### config.mk
export PLATFORM = sky130hd
export DESIGN_NAME = inst_mem_loader
export DESIGN_NICKNAME = d
export VERILOG_FILES = /design/src/rtl/loader_pkg.sv /design/src/rtl/inst_mem_loader.sv
export SDC_FILE = /design/constraint.sdc
export NUM_CORES = 1
export LEC_CHECK = 0
export ABC_AREA = 1
export BUFFER_PORTS_ARGS = -buffer_cell sky130_fd_sc_hd__buf_2
export CAP_MARGIN = 10
export CELL_PAD_IN_SITES_DETAIL_PLACEMENT = 0
export CELL_PAD_IN_SITES_GLOBAL_PLACEMENT = 1
export CORE_MARGIN = 5
export CORE_UTILIZATION = 35
export DETAILED_ROUTE_END_ITERATION = 10
export PLACE_DENSITY_LB_ADDON = 0.1
export SLEW_MARGIN = 20
export SYNTH_ARGS = -nofsm -noshare
export SYNTH_HDL_FRONTEND = slang
export SYNTH_SLANG_ARGS = --single-unit
export TNS_END_PERCENT = 50
### constraint.sdc
create_clock -name clk -period 5 [get_ports clk]
set_input_delay 0 -clock clk [delete_from_list [all_inputs] [get_ports clk]]
set_output_delay 0 -clock clk [all_outputs]
set_load 0.02 [all_outputs]
### src/rtl/loader_pkg.sv
// Shared definitions for the instruction-memory boot loader: frame-parser states and
// the protocol byte values.
package loader_pkg;

  typedef enum logic [2:0] {
    StIdle,
    StCmd,
    StAddrH,
    StAddrL,
    StLen,
    StData,
    StCsum,
    StResp
  } loader_state_e;

  localparam logic [7:0] SYNC_BYTE = 8'h5A;
  localparam logic [7:0] CMD_WRITE = 8'h01;
  localparam logic [7:0] CMD_RUN   = 8'h02;
  localparam logic [7:0] ACK_BYTE  = 8'hA5;
  localparam logic [7:0] NAK_BYTE  = 8'hEE;

endpackage

### src/rtl/inst_mem_loader.sv
// Byte-stream boot loader: parses framed WRITE/RUN commands from UART RX, streams payload
// words into instruction memory, controls core pause/run and answers ACK/NAK on TX.
module inst_mem_loader
  import loader_pkg::*;
#(
  parameter int unsigned PC_BITWIDTH    = 16,
  parameter int unsigned TIMEOUT_CYCLES = 1000000
) (
  input  logic                   clk,
  input  logic                   reset,
  input  logic [7:0]             rx_data,
  input  logic                   rx_valid,
  output logic [7:0]             tx_data,
  output logic                   tx_valid,
  input  logic                   tx_ready,
  output logic                   inst_mem_we,
  output logic [PC_BITWIDTH-3:0] inst_mem_wr_addr,
  output logic [31:0]            inst_mem_data_in,
  output logic                   pause,
  output logic                   run_pulse,
  output logic                   busy
);

  localparam int unsigned AW   = PC_BITWIDTH - 2;
  localparam int unsigned CntW = $clog2(TIMEOUT_CYCLES + 1);
  localparam logic [CntW-1:0] CntLast = CntW'(TIMEOUT_CYCLES - 1);

  loader_state_e   state_q, state_d;
  logic            is_write_q, is_write_d;
  logic            is_run_q, is_run_d;
  logic            nak_q, nak_d;
  logic [7:0]      csum_q, csum_d;
  logic [7:0]      addr_h_q, addr_h_d;
  logic [AW-1:0]   wr_addr_q, wr_addr_d;
  logic [8:0]      words_left_q, words_left_d;
  logic [1:0]      byte_cnt_q, byte_cnt_d;
  logic [23:0]     word_q, word_d;
  logic [CntW-1:0] idle_cnt_q, idle_cnt_d;
  logic [7:0]      tx_data_q, tx_data_d;
  logic            tx_valid_q, tx_valid_d;
  logic            we_q, we_d;
  logic [AW-1:0]   mem_addr_q, mem_addr_d;
  logic [31:0]     mem_data_q, mem_data_d;
  logic            pause_q, pause_d;
  logic            run_pulse_q, run_pulse_d;

  logic [7:0]  csum_sum;
  logic        frame_ok;
  logic [13:0] word_addr_full;

  // ADDR bits [1:0] are a byte offset and are dropped.
  assign word_addr_full = {addr_h_q, rx_data[7:2]};
  assign csum_sum       = csum_q + rx_data;
  assign frame_ok       = (csum_sum == 8'h00) && !nak_q;

  always_comb begin
    state_d      = state_q;
    is_write_d   = is_write_q;
    is_run_d     = is_run_q;
    nak_d        = nak_q;
    csum_d       = csum_q;
    addr_h_d     = addr_h_q;
    wr_addr_d    = wr_addr_q;
    words_left_d = words_left_q;
    byte_cnt_d   = byte_cnt_q;
    word_d       = word_q;
    idle_cnt_d   = idle_cnt_q;
    tx_data_d    = tx_data_q;
    tx_valid_d   = tx_valid_q;
    we_d         = 1'b0;
    mem_addr_d   = mem_addr_q;
    mem_data_d   = mem_data_q;
    pause_d      = pause_q;
    run_pulse_d  = 1'b0;

    // Inter-byte timeout while a frame is being parsed; abandons silently.
    if (state_q != StIdle && state_q != StResp) begin
      if (rx_valid) begin
        idle_cnt_d = '0;
      end else if (idle_cnt_q == CntLast) begin
        idle_cnt_d = '0;
        state_d    = StIdle;
      end else begin
        idle_cnt_d = idle_cnt_q + 1'b1;
      end
    end

    unique case (state_q)
      StIdle: begin
        if (rx_valid && rx_data == SYNC_BYTE) begin
          state_d    = StCmd;
          csum_d     = '0;
          nak_d      = 1'b0;
          is_write_d = 1'b0;
          is_run_d   = 1'b0;
          byte_cnt_d = '0;
          idle_cnt_d = '0;
        end
      end
      StCmd: begin
        if (rx_valid) begin
          csum_d     = csum_sum;
          state_d    = StAddrH;
          is_write_d = (rx_data == CMD_WRITE);
          is_run_d   = (rx_data == CMD_RUN);
          if (rx_data != CMD_WRITE && rx_data != CMD_RUN) nak_d = 1'b1;
          if (rx_data == CMD_WRITE) pause_d = 1'b1;
        end
      end
      StAddrH: begin
        if (rx_valid) begin
          csum_d   = csum_sum;
          addr_h_d = rx_data;
          state_d  = StAddrL;
        end
      end
      StAddrL: begin
        if (rx_valid) begin
          csum_d    = csum_sum;
          wr_addr_d = word_addr_full[AW-1:0];
          state_d   = StLen;
        end
      end
      StLen: begin
        if (rx_valid) begin
          csum_d       = csum_sum;
          words_left_d = (rx_data == 8'h00) ? 9'd256 : {1'b0, rx_data};
          // RUN carries no payload, so a nonzero LEN is a malformed frame.
          if (is_run_q && rx_data != 8'h00) nak_d = 1'b1;
          state_d = (is_write_q && !nak_q) ? StData : StCsum;
        end
      end
      StData: begin
        if (rx_valid) begin
          csum_d     = csum_sum;
          word_d     = {word_q[15:0], rx_data};
          byte_cnt_d = byte_cnt_q + 2'd1;
          if (byte_cnt_q == 2'd3) begin
            we_d         = 1'b1;
            mem_data_d   = {word_q, rx_data};
            mem_addr_d   = wr_addr_q;
            wr_addr_d    = wr_addr_q + 1'b1;
            words_left_d = words_left_q - 9'd1;
            if (words_left_q == 9'd1) state_d = StCsum;
          end
        end
      end
      StCsum: begin
        if (rx_valid) begin
          csum_d     = csum_sum;
          state_d    = StResp;
          tx_valid_d = 1'b1;
          tx_data_d  = frame_ok ? ACK_BYTE : NAK_BYTE;
          if (frame_ok && is_run_q) begin
            pause_d     = 1'b0;
            run_pulse_d = 1'b1;
          end
        end
      end
      StResp: begin
        if (tx_ready) begin
          tx_valid_d = 1'b0;
          state_d    = StIdle;
        end
      end
      default: state_d = StIdle;
    endcase
  end

  always_ff @(posedge clk or posedge reset) begin
    if (reset) begin
      state_q      <= StIdle;
      is_write_q   <= 1'b0;
      is_run_q     <= 1'b0;
      nak_q        <= 1'b0;
      csum_q       <= '0;
      addr_h_q     <= '0;
      wr_addr_q    <= '0;
      words_left_q <= '0;
      byte_cnt_q   <= '0;
      word_q       <= '0;
      idle_cnt_q   <= '0;
      tx_data_q    <= '0;
      tx_valid_q   <= 1'b0;
      we_q         <= 1'b0;
      mem_addr_q   <= '0;
      mem_data_q   <= '0;
      pause_q      <= 1'b0;
      run_pulse_q  <= 1'b0;
    end else begin
      state_q      <= state_d;
      is_write_q   <= is_write_d;
      is_run_q     <= is_run_d;
      nak_q        <= nak_d;
      csum_q       <= csum_d;
      addr_h_q     <= addr_h_d;
      wr_addr_q    <= wr_addr_d;
      words_left_q <= words_left_d;
      byte_cnt_q   <= byte_cnt_d;
      word_q       <= word_d;
      idle_cnt_q   <= idle_cnt_d;
      tx_data_q    <= tx_data_d;
      tx_valid_q   <= tx_valid_d;
      we_q         <= we_d;
      mem_addr_q   <= mem_addr_d;
      mem_data_q   <= mem_data_d;
      pause_q      <= pause_d;
      run_pulse_q  <= run_pulse_d;
    end
  end

  assign tx_data          = tx_data_q;
  assign tx_valid         = tx_valid_q;
  assign inst_mem_we      = we_q;
  assign inst_mem_wr_addr = mem_addr_q;
  assign inst_mem_data_in = mem_data_q;
  assign pause            = pause_q;
  assign run_pulse        = run_pulse_q;
  assign busy             = (state_q != StIdle);

endmodule
==> results of run 1 <==
## cells in the mapped netlist (all sizes together) (4+ instances only)
cell      n  area, um2
nand3    36        185
nor4      5       37.5
a22o      4       35.0
xor2     12        105
o211ai    8       73.8
buf      19        130
nor2     66        283
nand4    16        100
a31oi     7       43.8
nand2   236        913
inv     107        402
a21oi    24        120
dfrtp   144       3600
clkbuf   14       52.6
nor3     19        131
ha       12        150
o21ai   117        604
## through the flow
| step | hold slack, ns | worst slack, ns | power [uW] | util, % | cells |
|---|---|---|---|---|---|
| 6_report | 0.0873 | 1.99 | 4650 | 41.5 | 1221 |
| 5_1_grt | 0.0934 | 1.60 | 5030 | 41.5 | 1221 |
| 4_1_cts | 0.0596 | 1.94 | 4720 | 41.5 | 1221 |
| 3_5_place_dp | 0.232 | 1.95 | 3410 | 38.0 | 1179 |
| 3_3_place_gp | 0.228 | 2.02 | 3400 | 38.0 | 1179 |
| 2_1_floorplan | 0.121 | 1.13 | 2980 | - | 871 |
## placed cells by master (no fill, tap or decap), types with 3 or more instances in the layout
master,Yosys,routed
dlygate4sd3_1,0,10
a21oi_1,24,24
nor2_2,5,4
o21ai_1,11,11
nand2_1,229,228
inv_8,0,4
inv_2,9,9
ha_1,12,12
nand2_2,5,6
inv_6,0,7
nand4_1,16,16
a22oi_1,3,3
nor3_2,5,5
a31oi_1,7,7
nor4_1,4,4
nor3_1,13,13
o21ai_0,103,103
buf_2,8,69
nand3_1,35,35
nor2_4,3,4
clkbuf_16,0,17
nor2_1,58,58
a22o_1,4,4
o211ai_1,7,7
dfrtp_1,144,144
inv_1,98,97
xor2_1,12,12
## flip-flops by register name, summed over array words and instances, names as in the netlist
signal / count
idle_cnt_q: 20
word_q: 24
inst_mem_data_in: 32
csum_q: 8
nak_q: 1
tx_data: 3
pause: 1
inst_mem_we: 1
is_run_q: 1
tx_valid: 1
state_q: 3
run_pulse: 1
inst_mem_wr_addr: 14
words_left_q: 9
wr_addr_q: 14
is_write_q: 1
addr_h_q: 8
byte_cnt_q: 2
## cell type report
cell class / instances / area, um2 / area share [%]
inverter: 108 / 410 / 4.89
multi-input combinational: 586 / 2990 / 35.6
timing repair buffer: 81 / 460 / 5.49
tap: 270 / 338 / 4.03
clock inverter: 15 / 165 / 1.97
sequential: 144 / 3600 / 43.0
clock buffer: 17 / 425 / 5.07
## power groups by stage
stage / clock network (uW) / logic [uW] / registers, uW
6_report: 1290 / 1550 / 1810
5_1_grt: 1370 / 1780 / 1880
4_1_cts: 1320 / 1580 / 1820
3_5_place_dp: 0 / 1570 / 1840
3_3_place_gp: 0 / 1570 / 1840
2_1_floorplan: 0 / 1060 / 1920
## path summary, 6_finish.rpt
kind	start	to	slack, ns	cells after the start
worst max-delay path	state_q[1]	wr_addr_q[2]	1.99	8
worst min-delay path	rx_valid	idle_cnt_q[12]	0.09	3
worst max register to register	state_q[1]	wr_addr_q[2]	1.99	8
worst min register to register	word_q[12]	word_q[20]	0.48	2
max in group asynchronous	reset	addr_h_q[6]	3.43	4
min in group asynchronous	reset	csum_q[0]	0.28	3
## logic make-up after synthesis
kind of cell	count (synthesis)	share of synthesized area, %
AND/OR/NAND/NOR	385	23.7
AO/OA/AOI/OAI	172	13.5
flip-flops	144	50.3
buffers and inverters	141	8.20
XOR/XNOR	14	1.71
adder cells (fa/ha/maj)	13	2.37
other	1	0.0523
multiplexers	1	0.140
## tightest hold or removal path: stages
cell and delay (ns):
buf_2 0.23, nor3_1 0.10, o22a_1 0.15
## timing repair
item	in CTS	in global routing
hold endpoints to repair	108	0
hold buffers	10	0
buffers inserted	0	0
## routing by layer
layer  GRT usage, %  wire (um)  vias to the layer above
met5              0          0                        -
met1           21.6       8790                     2632
met4           5.69        381                        0
li1               -          -                     2968
met2           25.5       8350                       91
met3           3.19        569                       24
==> results_dict.tcl, run 1 <==
set metrics [dict create \
    die_area_um2 23500 \
    die_h_um 153 \
    netSwitchingFraction_pct 40.2 \
    cts.clk_slew.worst_paths_ns 0.07 \
    total_count_of_hold_check_failures_in_the_final_report 0 \
    synth_nets 896 \
    yosys_warnings 0 \
    tritoncts_clock_tree "built" \
    cts_repair_resize_count 0 \
    final_layout_size_suffix_gt1_share_pct 15.1 \
    timing.max_slew.rel_slack_pct 40.4 \
    critPathSlowestCell "nor2_4" \
    power_density_nw_per_um2 554 \
    post_synth_num_cell_types 51 \
    maxCapViolCount 0 \
    crit_path_arrival_time_ns 3.31 \
    intPower_uw 2780 \
    hold_class "input port to register" \
    starting_density_of_the_core_pct 35.4 \
    crit_required_ns 5.30 \
    grt_pass1_vias 5608 \
    numPortBuffers 69 \
    antennaDiodeCount 0 \
    insertion_delay_ns 0.43 \
    placed_cell_area_um2 7700 \
    power_frac_seq_pct 39.0 \
    synth.ff_latch_count 144 \
    dr.first_iter.drc_count 332 \
    pwr-share-comb_pct 33.3 \
    cp_cell_sequence "nor2_4, nand2_2, nor2_4, nand2_2, nand2_1, inv_1, o22ai_1, a22oi_1" \
    worst_setup_path_start_kind "register" \
    clock_power_share_pct 27.7 \
    cts-htree-levels 4 \
    routed_wl_um 18100 \
    leakage_uw 0.00410 \
    achievable-frequency_mhz 333 \
    first_pass_grt_wire_length_um 30200 \
    gp_routability_congestion 0.754 \
    worst_slew_pin_tran_ns 0.892 \
    core_area_um2 20200 \
    totalNegativeSetupSlack_ns 0 \
    final_standard_cell_area_without_fillers_um2 8390 \
    remaining_drc_errors 0 \
    critical_path.top_delay_family "simple AND/OR/NAND/NOR gates" \
    rsz_0062_raised_after_global_routing "no" \
    drt_pre_antenna_iters 4 \
    report.final.slew_viol_count 0 \
    finClkSkew_ns 0.0112 \
    worst_path_largest_cell_delay_ns 0.78 \
    status "finished clean" \
    finalCritPeriodShare_pct 60.1 \
    ios 71 \
    place_hpwl_um 12800 \
    ir_worst_vdd_mv 0.286 \
    grt.total_usage_pct 16.0 \
    drtAntennaViolNets 0 \
    timing.final.crit_period_ns 3.01 \
    synth-edff-count 0 \
    area_growth_syn_to_layout_pct 17.0 \
    via_to_cell_ratio 4.68 \
    asr_flop_ratio_synth_pct 100 \
    crit_path_max_fanout 49 \
    rows 52 \
    buffer_and_inverter_count_on_the_worst_path 1 \
    power.switching_uw 1870 \
    finalNetCount 963 \
    cts_root_buf "clkbuf_16" \
    endpoint_kind "register" \
    worst-setup-path-type "register to register" \
    ys_seq_area_share_pct 50.3 \
    sink_count 144 \
    syn-mean-instance-area_um2 8.23 \
    die_w_um 153 \
    tritoncts.num_buffers 17 \
    globalRoute.totalOverflow 0 \
    syn_area_um2 7170 \
    clockBufferDepth 2 \
    routed-via-count 5715 \
    dominantRegCellSynth "dfrtp_1" \
    final-setup-viol-count 0 \
    post_synth_inst_count 871 \
    pin_count_of_the_biggest_net_entering_global_routing 92 \
    number_of_antenna_violations_at_the_first_check_in_global_routing 0 \
    avgRoutedWirePerCell_um 14.8 \
    fillers 2095 \
]
(Power assumes the default switching activity.)
==> run 2: changes to the inputs <==
==> constraint.sdc (replaced) <==
create_clock -name clk -period 3.14 [get_ports clk]
set_input_delay 0 -clock clk [delete_from_list [all_inputs] [get_ports clk]]
set_output_delay 0 -clock clk [all_outputs]
set_load 0.02 [all_outputs]
==> results_dict.tcl, run 2 (synthesis results as in run 1) <==
set metrics [dict create \
    cts_root_buf "clkbuf_16" \
    detailed_route_wirelength_on_metal3_um 502 \
    report.final.slew_viol_count 0 \
    worst_slew_pin_tran_ns 0.930 \
    ios 71 \
    routed-via-count 5744 \
    cts-htree-levels 4 \
    dr.first_iter.drc_count 305 \
    cts_repair_resize_count 0 \
    drt_pre_antenna_iters 4 \
    worstHoldStart "rx_valid" \
    endpoint_kind "register" \
    area_growth_syn_to_layout_pct 18.0 \
    timing.max_slew.rel_slack_pct 37.9 \
    rsz_0062_raised_after_global_routing "no" \
    multiInputGateArea_um2 2980 \
    hold_class "input port to register" \
    numPortBuffers 69 \
    crit_path_arrival_time_ns 2.54 \
    leakage_uw 0.00414 \
    starting_density_of_the_core_pct 35.4 \
    regToRegSetupSlack_ns 0.95 \
    final_layout_size_suffix_gt1_share_pct 15.8 \
    critical_path.reg2reg.startpoint "state_q[0]" \
    whs_endpoint "idle_cnt_q[12]" \
    final_cell_mix "nand2_1 (228), dfrtp_1 (144), o21ai_0 (103)" \
    maxCapViolCount 0 \
    total_count_of_hold_check_failures_in_the_final_report 0 \
    timing.final.crit_period_ns 2.19 \
    die_w_um 153 \
    die_area_um2 23500 \
    place_hpwl_um 13300 \
    gp_routability_congestion 0.786 \
    reg2reg_depth 11 \
    critical_path.top_delay_family "simple AND/OR/NAND/NOR gates" \
    critPathSlowestCell "dfrtp_1" \
    die_h_um 153 \
    finClkSkew_ns 0.0110 \
    status "finished clean" \
    buffer_and_inverter_count_on_the_worst_path 3 \
    sink_count 144 \
    routed_wl_um 18200 \
    wl_met2_um 8810 \
    avgRoutedWirePerCell_um 14.8 \
    clockBufferDepth 2 \
    worstReg2RegEnd "idle_cnt_q[14]" \
    regArea_um2 3600 \
    pin_count_of_the_biggest_net_entering_global_routing 92 \
    power_density_nw_per_um2 877 \
    largest_register_ff_count 32 \
    core_area_um2 20200 \
    grt.total_usage_pct 16.1 \
    finalNetCount 970 \
    drtAntennaViolNets 0 \
    crit_required_ns 3.49 \
    remaining_drc_errors 0 \
    final.hold.worst_slack_ns 0.0644 \
    wirelength_met1_um 8580 \
    globalRoute.totalOverflow 0 \
    worst_setup_path_start_kind "register" \
    ir_worst_vdd_mv 0.381 \
    grt_pass1_vias 5784 \
    achievable-frequency_mhz 457 \
    antennaDiodeCount 0 \
    routed.top_layer "met4" \
    number_of_antenna_violations_at_the_first_check_in_global_routing 0 \
    crit_path_max_fanout 22 \
    fillers 2099 \
    layout_commonest_cell "nand2_1" \
    tritoncts_clock_tree "built" \
    insertion_delay_ns 0.43 \
    worst_path_largest_cell_delay_ns 0.41 \
    worst-setup-path-type "register to register" \
    final-setup-viol-count 0 \
    cp_cell_sequence "inv_2, nor2_4, nand2_2, nand2_1, nor3_4, inv_2, nand2_2, nand2_2, inv_2, nand2_1, a21oi_1" \
    post_cts_buffers 0 \
    via_to_cell_ratio 4.68 \
    finalCritPeriodShare_pct 69.7 \
    cts.clk_slew.worst_paths_ns 0.07 \
    totalNegativeSetupSlack_ns 0 \
    tritoncts.num_buffers 17 \
    first_pass_grt_wire_length_um 30800 \
    min_delay_path_depth 3 \
    rows 52 \
]
-- run 2: changes by cell type in the layout (fill, tap and decap cells not counted) --
cell        before  now
inv_8            4    5
nor2_2           4    5
inv_6            7    4
buf_4            2    7
clkinvlp_4       1    3
buf_12           0    2
nor2_4           4    3
-- run 2: metal layers --
metal,global-route usage [%],up-vias
met5,0,-
met4,5.22,0
met2,26.7,74
li1,-,2984
met1,21.4,2667
met3,3.03,19
-- run 2: how the worst max path moves through the flow --
stage	endpoint	cells past startpoint	slack (ns)	start
after global routing	idle_cnt_q[19]	11	0.74	state_q[0]
after floorplan	pause	12	1.28	csum_q[0]
after global placement	idle_cnt_q[19]	10	0.98	state_q[1]
after CTS	idle_cnt_q[14]	11	0.90	state_q[0]
final	idle_cnt_q[14]	11	0.95	state_q[0]
after detailed placement	idle_cnt_q[14]	11	0.92	state_q[0]
-- run 2: per-stage QoR --
step / setup slack (ns) / cell area [um2] / cells / power [uW] / utilization, %
finish: 0.952 / 8460 / 1228 / 7420 / 41.8
global route: 0.744 / 8460 / 1228 / 8000 / 41.8
detailed placement: 0.923 / 7770 / 1186 / 5450 / 38.4
CTS: 0.904 / 8460 / 1228 / 7540 / 41.8
global placement: 0.979 / 7770 / 1186 / 5450 / 38.4
floorplan: 1.28 / 7170 / 871 / 4740 / -
-- run 2: worst register-to-register path, cell delays in order (launching register included) --
cell,delay (ns)
dfrtp_1,0.41
inv_2,0.13
nor2_4,0.06
nand2_2,0.35
nand2_1,0.16
nor3_4,0.16
inv_2,0.16
nand2_2,0.14
nand2_2,0.19
inv_2,0.17
nand2_1,0.07
a21oi_1,0.12
-- run 2: report_power, final --
part	switching, uW	total (uW)	internal (uW)
sequential	411	2890	2480
clock	908	2040	1130
combinational	1650	2490	845
total	2970	7420	4460
-- run 2: timing repair --
| action | CTS | global route |
|---|---|---|
| setup endpoints to repair | 0 | 0 |
| hold buffers | 10 | 0 |
| endpoints found under the hold margin | 54 | 0 |
-- run 2: layout make-up --
cell class / count / area share, %
inverter: 108 / 4.84
clock buffer: 17 / 5.03
clock inverter: 15 / 1.97
sequential: 144 / 42.6
tap: 270 / 3.99
multi-input combinational: 586 / 35.2
timing repair buffer: 88 / 6.36
==> run 3: changes to the inputs <==
==> constraint.sdc (replaced) <==
create_clock -name clk -period 1.8 [get_ports clk]
set_input_delay 0 -clock clk [delete_from_list [all_inputs] [get_ports clk]]
set_output_delay 0 -clock clk [all_outputs]
set_load 0.02 [all_outputs]
==> results_dict.tcl, run 3 (synthesis results as in run 1) <==
set metrics [dict create \
    status "finished, violations left" \
    failing_checks "setup timing" \
    rsz_0062_raised_after_global_routing "yes" \
    routed-via-count 6060 \
    area_growth_syn_to_layout_pct 29.7 \
    hold_class "input port to register" \
    routed_wl_um 19200 \
    final_standard_cell_area_without_fillers_um2 9300 \
    reg2reg_depth 10 \
    cts.clk_slew.worst_paths_ns 0.07 \
    avgRoutedWirePerCell_um 14.8 \
    die_area_um2 23500 \
    crit_required_ns 2.11 \
    clockBufferDepth 2 \
    tritoncts_clock_tree "built" \
    worstSetupStartpoint "csum_q[0]" \
    maxCapViolCount 0 \
    place_ws_ns -0.185 \
    crit_path_arrival_time_ns 2.25 \
    starting_density_of_the_core_pct 35.4 \
    rows 52 \
    gp_routability_congestion 0.813 \
    via_to_cell_ratio 4.65 \
    die_w_um 153 \
    worst-setup-path-type "register to register" \
    final-setup-viol-count 5 \
    drtAntennaViolNets 0 \
    place_hpwl_um 14100 \
    antennaDiodeCount 0 \
    grt_pass1_vias 6081 \
    min_delay_path_depth 4 \
    placed_cell_area_um2 8280 \
    ir_worst_vdd_mv 0.701 \
    finalNetCount 1044 \
    finalCritPeriodShare_pct 108 \
    dpl.cell_count 1248 \
    totalNegativeSetupSlack_ns -0.432 \
    cts-htree-levels 4 \
    timing.final.crit_period_ns 1.94 \
    leakage_uw 0.00457 \
    first_pass_grt_wire_length_um 31700 \
    layout_commonest_cell "nand2_1" \
    number_of_antenna_violations_at_the_first_check_in_global_routing 0 \
    worst_slack_ns -0.139 \
    numPortBuffers 69 \
    regToRegSetupSlack_ns -0.14 \
    power_density_nw_per_um2 1500 \
    crit_path_max_fanout 3 \
    final.hold.worst_slack_ns 0.0585 \
    final_layout_size_suffix_gt1_share_pct 26.6 \
    globalRoute.totalOverflow 0 \
    report.final.slew_viol_count 0 \
    finish.cell_count_without_fillers 1302 \
    total_count_of_hold_check_failures_in_the_final_report 0 \
    endpoint_kind "register" \
    critical_path.reg2reg.startpoint "csum_q[0]" \
    pin_count_of_the_biggest_net_entering_global_routing 91 \
    finClkSkew_ns 0.0221 \
    die_h_um 153 \
    tritoncts.num_buffers 17 \
    drt_pre_antenna_iters 4 \
    grt.total_usage_pct 16.8 \
    remaining_drc_errors 0 \
    worstHoldStart "rx_data[0]" \
    achievable-frequency_mhz 516 \
    worst_setup_path_start_kind "register" \
    sink_count 144 \
    insertion_delay_ns 0.43 \
    dr.first_iter.drc_count 302 \
    ios 71 \
    final_cell_mix "nand2_1 (213), dfrtp_1 (142), o21ai_0 (101)" \
    core_area_um2 20200 \
    cts_root_buf "clkbuf_16" \
    largest_register_ff_count 32 \
]
-- run 3: cell count changes in the layout (fill, tap and decap cells not counted), moves of 7 or more --
| cell | before | now |
|---|---|---|
| buf_4 | 7 | 74 |
| nand2_1 | 228 | 213 |
| nor2_1 | 58 | 46 |
| nand2_2 | 6 | 15 |
| nand3_1 | 35 | 28 |
| nor2_2 | 5 | 12 |
-- run 3: power by group --
part	internal [uW]	total, uW	switching, uW
combinational	2220	5460	3240
clock	1870	3440	1570
sequential	4320	5070	748
-- run 3: metrics by stage --
stage / power (uW) / utilization (%)
finish: 14000 / 46.0
floorplan: 8280 / -
global route: 15100 / 46.0
global placement: 10100 / 40.9
CTS: 13800 / 44.5
detailed placement: 10100 / 40.9
-- run 3: per-layer routing --
metal / vias to the layer above / GRT usage, % / wire [um]
met4: 0 / 4.58 / 173
met2: 81 / 29.1 / 9550
met5: - / 0 / 0
li1: 3130 / - / -
met3: 12 / 3.56 / 539
met1: 2837 / 21.4 / 8970
-- run 3: path summary, 6_finish.rpt --
kind,endpoint
max,pause
min in group asynchronous,inst_mem_data_in[21]
max in group asynchronous,csum_q[4]
min reg2reg,word_q[17]
max reg2reg,pause
min,csum_q[0]
-- run 3: area by class of cell --
| class | count | area (um2) |
|---|---|---|
| Timing Repair Buffer | 162 | 1150 |
| Inverter | 108 | 419 |
| Clock buffer | 18 | 439 |
| Clock inverter | 14 | 138 |
| Multi-Input combinational cell | 586 | 3210 |
| Sequential cell | 144 | 3610 |
| Tap cell | 270 | 338 |
| Fill cell | 2068 | 10900 |
-- run 3: worst max-delay path, cell delays in order, from the launching register on --
cell     delay (ns)
dfrtp_1        0.39
ha_2           0.19
fa_2           0.42
nor2_1         0.09
nand2_1        0.06
nor2_1         0.14
nand3_2        0.12
nor2_4         0.11
nand3_2        0.10
a21oi_1        0.18
a21oi_2        0.04
-- run 3: what timing repair did --
item                       CTS  global route
hold buffers                 9             0
resized for setup            9            62
setup buffers                2            11
setup endpoints to repair    5            42
cloned                       0             0
pin swaps                    3            24
hold endpoints to repair   159             0
